==> src/rtl/trap_ctrl.sv <==
// trap_ctrl: machine-mode trap/interrupt/MRET sequencer driving CSR writes and PC redirect (optional MTVAL via TRAP_MTVAL_EN)
module trap_ctrl #(
  parameter int IRQ_NUM = 4,
  parameter int ADDR_W  = 32
) (
  input  logic                clk,
  input  logic                rstn,
  input  logic [IRQ_NUM-1:0]  irq_i,
  input  logic [IRQ_NUM-1:0]  irq_en_i,
  input  logic                global_int_en_i,
  input  logic [31:0]         inst_i,
  input  logic [ADDR_W-1:0]   inst_addr_i,
  input  logic                illegal_inst_i,
  input  logic                jump_flag_i,
  input  logic [ADDR_W-1:0]   jump_addr_i,
  input  logic [31:0]         csr_mtvec,
  input  logic [31:0]         csr_mepc,
  input  logic [31:0]         csr_mstatus,
  output logic                hold_flag_o,
  output logic                we_o,
  output logic [31:0]         waddr_o,
  output logic [31:0]         data_o,
  output logic                int_assert_o,
  output logic [ADDR_W-1:0]   int_addr_o,
  output logic [IRQ_NUM-1:0]  irq_ack_o
);
  localparam logic [31:0] INST_ECALL  = 32'h0000_0073;
  localparam logic [31:0] INST_EBREAK = 32'h0010_0073;
  localparam logic [31:0] INST_MRET   = 32'h3020_0073;
`ifdef TRAP_MTVAL_EN
  typedef enum logic [2:0] {S_IDLE, S_MEPC, S_MSTATUS, S_MCAUSE, S_MRET, S_MTVAL} state_t;
  localparam state_t S_LAST = S_MTVAL;
`else
  typedef enum logic [2:0] {S_IDLE, S_MEPC, S_MSTATUS, S_MCAUSE, S_MRET} state_t;
  localparam state_t S_LAST = S_MCAUSE;
`endif
  state_t              r_state, w_next;
  logic [31:0]         r_cause;
  logic [ADDR_W-1:0]   r_epc;
  logic                r_async;
  logic                r_we, w_we;
  logic [31:0]         r_waddr, w_waddr, r_data, w_data;
  logic                r_int_assert, w_int_assert;
  logic [ADDR_W-1:0]   r_int_addr, w_int_addr;
  logic [IRQ_NUM-1:0]  r_ack;
  logic                w_idle, w_ecall, w_ebreak, w_mret, w_sync, w_async;
  logic                w_take_sync, w_take_async, w_take_mret;
  logic [IRQ_NUM-1:0]  w_pend, w_onehot;
  logic [4:0]          w_idx, w_code;
  logic [31:0]         w_sync_cause, w_irq_cause;
  logic [ADDR_W-1:0]   w_epc, w_base;
`ifdef TRAP_MTVAL_EN
  logic [31:0]         r_tval;
`endif
  assign w_idle       = r_state == S_IDLE;
  assign w_ecall      = inst_i == INST_ECALL;
  assign w_ebreak     = inst_i == INST_EBREAK;
  assign w_mret       = inst_i == INST_MRET;
  assign w_sync       = w_ecall | w_ebreak | illegal_inst_i;
  assign w_pend       = irq_i & irq_en_i;
  assign w_async      = (|w_pend) & global_int_en_i;
  assign w_take_sync  = w_idle & w_sync;
  assign w_take_async = w_idle & ~w_sync & w_async;
  assign w_take_mret  = w_idle & ~w_sync & ~w_async & w_mret;
  assign w_onehot     = w_pend & (~w_pend + IRQ_NUM'(1));
  assign w_sync_cause = illegal_inst_i ? 32'd2 : w_ecall ? 32'd11 : 32'd3;
  assign w_code       = (w_idx < 5'd3) ? {w_idx[2:0], 2'b11} : w_idx + 5'd13;
  assign w_irq_cause  = {1'b1, 26'd0, w_code};
  assign w_epc        = jump_flag_i ? jump_addr_i :
                        (w_sync & ~illegal_inst_i) ? inst_addr_i + ADDR_W'(4) : inst_addr_i;
  assign w_base       = csr_mtvec[ADDR_W-1:0] & ~ADDR_W'(3);
  assign hold_flag_o  = w_take_sync | w_take_async | w_take_mret | ~w_idle | r_int_assert;
  assign we_o         = r_we;
  assign waddr_o      = r_waddr;
  assign data_o       = r_data;
  assign int_assert_o = r_int_assert;
  assign int_addr_o   = r_int_addr;
  assign irq_ack_o    = r_ack;
  // lowest pending index wins
  always_comb begin
    w_idx = '0;
    for (int i = IRQ_NUM - 1; i >= 0; i--) if (w_pend[i]) w_idx = i[4:0];
  end
  // next-state sequencing through the CSR write states
  always_comb begin
    w_next = r_state;
    case (r_state)
      S_IDLE:    w_next = (w_take_sync | w_take_async) ? S_MEPC : w_take_mret ? S_MRET : S_IDLE;
      S_MEPC:    w_next = S_MSTATUS;
      S_MSTATUS: w_next = S_MCAUSE;
`ifdef TRAP_MTVAL_EN
      S_MCAUSE:  w_next = S_MTVAL;
      S_MTVAL:   w_next = S_IDLE;
`else
      S_MCAUSE:  w_next = S_IDLE;
`endif
      S_MRET:    w_next = S_IDLE;
      default:   w_next = S_IDLE;
    endcase
  end
  // next values of the registered CSR write and redirect outputs
  always_comb begin
    w_we         = ~w_idle;
    w_waddr      = 32'd0;
    w_data       = 32'd0;
    w_int_assert = (r_state == S_LAST) | (r_state == S_MRET);
    w_int_addr   = '0;
    case (r_state)
      S_MEPC:    begin w_waddr = 32'h341; w_data = 32'(r_epc); end
      S_MSTATUS: begin w_waddr = 32'h300; w_data = {csr_mstatus[31:8], csr_mstatus[3], csr_mstatus[6:4], 1'b0, csr_mstatus[2:0]}; end
      S_MCAUSE:  begin w_waddr = 32'h342; w_data = r_cause; end
`ifdef TRAP_MTVAL_EN
      S_MTVAL:   begin w_waddr = 32'h343; w_data = r_tval; end
`endif
      S_MRET:    begin w_waddr = 32'h300; w_data = {csr_mstatus[31:8], 1'b1, csr_mstatus[6:4], csr_mstatus[7], csr_mstatus[2:0]}; end
      default:   ;
    endcase
    if (r_state == S_MRET) w_int_addr = csr_mepc[ADDR_W-1:0];
    else if (r_state == S_LAST) w_int_addr = (r_async && csr_mtvec[1:0] == 2'b01) ? w_base + ADDR_W'({r_cause[4:0], 2'b00}) : w_base;
  end
  // state register
  always_ff @(posedge clk or negedge rstn)
    if (!rstn) r_state <= S_IDLE;
    else r_state <= w_next;
  // capture cause, saved pc and trap value at detection
  always_ff @(posedge clk or negedge rstn)
    if (!rstn) begin
      r_cause <= '0;
      r_epc   <= '0;
      r_async <= 1'b0;
`ifdef TRAP_MTVAL_EN
      r_tval  <= '0;
`endif
    end else if (w_take_sync | w_take_async) begin
      r_cause <= w_take_sync ? w_sync_cause : w_irq_cause;
      r_epc   <= w_epc;
      r_async <= w_take_async;
`ifdef TRAP_MTVAL_EN
      r_tval  <= w_take_async ? 32'd0 : illegal_inst_i ? inst_i : w_ebreak ? 32'(w_epc) : 32'd0;
`endif
    end
  // registered outputs, one cycle behind the state that produces them
  always_ff @(posedge clk or negedge rstn)
    if (!rstn) begin
      r_we         <= 1'b0;
      r_waddr      <= '0;
      r_data       <= '0;
      r_int_assert <= 1'b0;
      r_int_addr   <= '0;
      r_ack        <= '0;
    end else begin
      r_we         <= w_we;
      r_waddr      <= w_waddr;
      r_data       <= w_data;
      r_int_assert <= w_int_assert;
      r_int_addr   <= w_int_addr;
      r_ack        <= w_take_async ? w_onehot : '0;
    end
endmodule

==> config.mk <==
export PLATFORM = sky130hd
export DESIGN_NAME = trap_ctrl
export DESIGN_NICKNAME = d
export VERILOG_FILES = /design/src/rtl/trap_ctrl.sv
export SDC_FILE = /design/constraint.sdc
export NUM_CORES = 1
export LEC_CHECK = 0
export CORE_MARGIN = 4
export CORE_UTILIZATION = 45
export DETAILED_ROUTE_END_ITERATION = 8
export PLACE_DENSITY = 0.87
export SYNTH_ARGS = -nofsm -noshare
export SYNTH_HDL_FRONTEND = slang
export SYNTH_SLANG_ARGS = --single-unit
==> constraint.sdc <==
create_clock -name clk -period 6.05 [get_ports clk]
set_clock_uncertainty 0.05 [all_clocks]
set_input_delay 1.815 -clock clk [delete_from_list [all_inputs] [get_ports clk]]
set_output_delay 1.815 -clock clk [all_outputs]
set_load 0.01 [all_outputs]
==> flow_summary.ini, run 1 <==
[finish]
nNetsFinal = 1149
area_growth_syn_to_layout_pct = 53.20
diodes = 0
drive_gt1_share_pct = 8.325
final_cell_mix = clkdlybuf4s50_1, dfrtp_1, nand2_1
final_area_sq_mm = 0.009829
mostFrequentLayoutCell = clkdlybuf4s50_1

[synth]
seq_area_frac_synth_pct = 45.24
postSynth.asyncResetShare_pct = 100.0
synth_area_leaders = dfrtp_1, nand2_1, xnor2_1
ys_dominant_reg_cell = dfrtp_1
yosysWarnings = 0
synth_edf_count = 0
synth_cells = 663
synth_top_cell_by_area = dfrtp_1
syn_avg_cell_area_sq_um = 9.677
yosysTopAreaCellShare_pct = 45.24
synth-seq-cells = 116
synth_area_sq_mm = 0.006416
yosysUniqueCellTypes = 56

[worst_setup_path]
path_buf_inv = 2
cp_common_cell = clkdlybuf4s50_1
cpMaxStageDelayCell = clkdlybuf4s50_1
worst_setup_path_start_kind = input pin
reg2reg_from = r_state[0]
rrSetupSlack_ns = 3.37
worstPathMaxFanout = 3
cp-end-kind = primary output
crit_type = in2out
r2r.worst_path.cells = 6
critical_path.max_stage_delay_ns = 0.49
cp_top_family = buffers and inverters
path_cells = clkdlybuf4s50_1, a222oi_1, a21boi_1, nand2b_1, or3_1, clkdlybuf4s50_1
r2r-end = r_cause[1]
cp.required_ns = 4.18
crit_arrival_ns = 3.87
crit_start = irq_i[0]

[global_route]
grt_pass1_vias = 6133
grt_max_degree = 75
antenna_found_initial = 0
grt_overflow = 0
grt_pass1_wl_mm = 32.15
grtUsageTotal_pct = 25.44

[cts]
hold_buffers = 0
clkTransAtPathRegs_ns = 0.05
root_buffer = clkbuf_16
clock_path_buffers = 2
ctsResizeCount = 0
postCtsSetupBuffers = 0
clock_latency_ns = 0.41
h-tree-depth = 4
cts.sinks = 116
cts_buffers = 17
cts_tree = done

[worst_hold_path]
min_to = r_epc[9]
min_from = r_epc[9]
hold_depth = 2
hold_path.class = reg2reg

[power_and_ir_drop]
leakage_uw = 0.004078
vdd_drop_max_mv = 0.2192
power.density_mw_per_mm2 = 354.9

[die]
start_util_pct = 46.04
boundaryPins = 308
dieArea_sq_mm = 0.01623
core_area_sq_mm = 0.01393
rows = 43
die_h_um = 127.4
die_w_um = 127.4

[placed_design]
place_area_sq_mm = 0.009276
portBuffers = 280
place_congestion = 0.8910
dp_hpwl_mm = 16.13
detailedPlace.worstSlack_ns = 0.3437

[timing]
rsz0062_at_grt = false
slew_viol_final = 0
fin_tns_setup_ns = 0
finalHoldViolCount = 0
setup_ws_ns = 0.3112
worstMarginPinSlew_ns = 1.083
relSlewSlack_pct = 27.70
fmax_mhz = 174.3
period_minus_slack_ns = 5.739
setup_viol = 0
min_period_over_period_pct = 94.86

[routing]
routedWlPerCell_um = 18.81
viasPerCell = 5.498
vias = 6207
drt_iter0_drc = 554
first_pass_iters = 5
drc_errors = 0
met3_length_mm = 1.506
wl_met2_mm = 10.43
antenna_left = 0
top_layer = met4
wl_mm = 21.24
drt-met1-wl_mm = 8.499

[status]
status = finished, final reports clean

[run]
drv_cap = 0
[Yosys cell counts, types with 13 or more instances]
master,instances
dfrtp_1,116
o211ai_2,20
nor3_1,19
xnor2_1,38
clkbuf_1,21
buf_4,29
nor4_1,13
nand4_1,17
nand3_1,47
o21ai_0,28
nor2_1,21
a22o_1,26
inv_1,14
xor2_1,19
nand2_1,91
o21ai_1,17
[sequential cells by signal, indices dropped and copies added, names as in the netlist]
signal / cells
data_o: 32
r_epc: 32
int_addr_o: 32
int_assert_o: 1
r_async: 1
we_o: 1
r_state: 3
waddr_o: 4
irq_ack_o: 4
r_cause: 6
[per-layer routing]
| metal | vias up | track usage [%] |
|---|---|---|
| li1 | 2870 | - |
| met1 | 2951 | 32.21 |
| met2 | 330 | 41.96 |
| met3 | 56 | 5.226 |
| met4 | 0 | 11.55 |
| met5 | - | 0 |
[worst register-to-register path: stages (launching register included)]
cell,delay (ns)
dfrtp_1,0.54
nor3_1,0.64
inv_1,0.18
nor2_1,0.19
nand2_1,0.11
nor4b_1,0.63
o21ai_0,0.19
[power breakdown]
group          switching (uW)  total, uW  internal [uW]
logic                     643       1340            698
registers                 143       1210           1060
clock network             351        940            589
[area by class of cell]
class	count	area, sq um
repair buffers	291	2883
flip-flops and latches	116	2903
clock buffers	21	470.5
fillers	1004	4105
well taps	180	225.2
multi-input cells	496	3209
inverters	15	56.30
clock inverters	10	82.58
[per-stage QoR]
step / hold slack, ns / utilization (%) / cells / power, uW
6_report: 0.4391 / 70.54 / 1129 / 3488
5_1_grt: 0.4580 / 70.54 / 1129 / 3670
4_1_cts: 0.4414 / 70.54 / 1129 / 3505
3_5_place_dp: 0.4251 / 66.57 / 1098 / 2554
3_3_place_gp: 0.4211 / 66.57 / 1098 / 2504
2_1_floorplan: 0.3941 / - / 689 / 1873
[logic make-up after synthesis]
family / count (synthesis) / synth area share [%]
adders and majority gates: 7 / 1.482
AOI/OAI and AO/OA: 125 / 14.74
muxes: 16 / 2.613
DFF: 116 / 45.24
buffers and inverters: 77 / 6.591
xor gates and xnor gates: 57 / 7.781
and+or+nand+nor: 264 / 21.49
other: 1 / 0.05845
[how the worst max path moves through the flow]
stage | slack [ns] | end | cells past startpoint
2_1_floorplan | 1.26 | hold_flag_o | 4
3_3_place_gp | 0.35 | hold_flag_o | 6
3_5_place_dp | 0.34 | hold_flag_o | 6
4_1_cts | 0.32 | hold_flag_o | 6
5_1_grt | 0.21 | hold_flag_o | 6
6_report | 0.31 | hold_flag_o | 6
Power figures use the tool's default switching activity.
==> run 2: changes to the inputs <==
CORE_UTILIZATION = 30   (was 45)
CTS_CLUSTER_SIZE = 16   (was unset)
PLACE_DENSITY = unset   (was 0.87)
==> run 2 against run 1 <==
Worst hold slack got worse by 0.0014 ns; cell count increased by 8.5%; sequential power about the same; global-route usage decreased by 7.1 points; utilization decreased by 23 points; flip-flop and latch count unchanged; via count decreased by 5.9%; critical endpoint unchanged; largest power group unchanged.
==> flow_summary.ini, run 2 (synthesis results as in run 1) <==
[timing]
fmax_mhz = 174.2
min_period_over_period_pct = 94.86
setup_viol = 0
period_minus_slack_ns = 5.739
finalHoldViolCount = 0
rsz0062_at_grt = false
fin_tns_setup_ns = 0
worstMarginPinSlew_ns = 1.158
slew_viol_final = 0
setup_ws_ns = 0.3109
relSlewSlack_pct = 22.49

[worst_setup_path]
cp-end-kind = primary output
worstPathMaxFanout = 3
crit_type = in2out
r2r-end = r_cause[1]
rrSetupSlack_ns = 3.40
cp.required_ns = 4.18
reg2reg_from = r_state[0]
crit_arrival_ns = 3.87
worst_setup_path_start_kind = input pin
r2r.worst_path.cells = 6

[finish]
final_cell_mix = clkdlybuf4s50_1, dfrtp_1, nand2_1
final_area_sq_mm = 0.009977
nNetsFinal = 1149
mostFrequentLayoutCell = clkdlybuf4s50_1
drive_gt1_share_pct = 8.430
area_growth_syn_to_layout_pct = 55.50

[routing]
viasPerCell = 4.769
vias = 5842
wl_mm = 22.49
drc_errors = 0
drt_iter0_drc = 255
antenna_left = 0
routedWlPerCell_um = 18.36
first_pass_iters = 4

[placed_design]
portBuffers = 280
dp_hpwl_mm = 17.45
place_area_sq_mm = 0.009398
detailedPlace.worstSlack_ns = 0.2933
place_congestion = 0.8570

[worst_hold_path]
hold_depth = 2
min_to = r_epc[1]
min_from = r_epc[1]
hold_path.class = reg2reg

[global_route]
grt_pass1_wl_mm = 33.80
grt_pass1_vias = 5940
grt_max_degree = 51
antenna_found_initial = 0
grtUsageTotal_pct = 18.32
grt_overflow = 0

[power_and_ir_drop]
power.switching_uw = 1160
power.density_mw_per_mm2 = 354.1
internal_power_uw = 2373
power_switching_share_pct = 32.83
leakage_uw = 0.004074
vdd_drop_max_mv = 0.1647
p_clk_share_pct = 28.0
total_power_uw = 3533
seq_power_share_pct = 34.2
p_comb_share_pct = 37.9

[cts]
clock_latency_ns = 0.41
clkTransAtPathRegs_ns = 0.05
ctsResizeCount = 0
clock_path_buffers = 2
root_buffer = clkbuf_16
hold_buffers = 0
cts_tree = done
cts_buffers = 17
h-tree-depth = 4
cts.sinks = 116
postCtsSetupBuffers = 0

[status]
status = finished, final reports clean

[die]
rows = 53
die_h_um = 154.2
boundaryPins = 308
die_w_um = 154.2
start_util_pct = 30.52
dieArea_sq_mm = 0.02379
core_area_sq_mm = 0.02102

[run]
drv_cap = 0
## run 2: changes by cell type in the layout (fill, tap and decap cells not counted), moves of 2 or more
cell        before  now
clkinvlp_4       3    5
clkinv_2         6    2
clkbuf_8         3    1
clkinv_4         0    3
## run 2: how the worst max path moves through the flow
stage | startpoint | endpoint | depth (start not counted)
CTS | irq_i[0] | hold_flag_o | 6
global placement | irq_i[0] | hold_flag_o | 6
floorplan | irq_i[0] | hold_flag_o | 4
global route | irq_i[0] | hold_flag_o | 6
detailed placement | irq_i[0] | hold_flag_o | 6
finish | irq_i[0] | hold_flag_o | 6
## run 2: metal layers
layer / vias to the layer above / GRT usage, % / wire (um)
li1: 2866 / - / -
met1: 2775 / 24.03 / 9881
met2: 180 / 30.64 / 11120
met3: 21 / 3.777 / 1113
met4: 0 / 5.467 / 374
met5: - / 0 / 0
## run 2: stage by stage
step	hold WS, ns	util [%]	instances
final	0.4377	47.46	1225
after global routing	0.4563	47.45	1224
after CTS	0.4405	47.45	1224
after detailed placement	0.4229	44.71	1193
after global placement	0.4188	44.71	1193
after floorplan	0.3941	-	689
## run 2: cell type report
| class | count | area, sq um |
|---|---|---|
| Timing Repair Buffer | 291 | 2883 |
| Inverter | 15 | 56.30 |
| Clock inverter | 12 | 133.9 |
| Fill cell | 1963 | 11040 |
| Clock buffer | 19 | 442.9 |
| Antenna cell | 1 | 2.502 |
| Multi-Input combinational cell | 496 | 3212 |
| Sequential cell | 116 | 2903 |
| Tap cell | 275 | 344.1 |
## run 2: critical path, stage by stage
cell	delay [ns]
clkdlybuf4s50_1	0.44
a222oi_1	0.46
a21boi_1	0.14
nand2b_1	0.17
or3_1	0.35
clkdlybuf4s50_1	0.49
## run 2: power groups by stage
stage                     clock network (uW)  registers, uW  logic (uW)
final                                    988           1210        1340
after global placement                     0           1210        1350
after detailed placement                   0           1220        1350
after global routing                    1050           1240        1460
after floorplan                            0           1260         614
after CTS                               1020           1210        1360
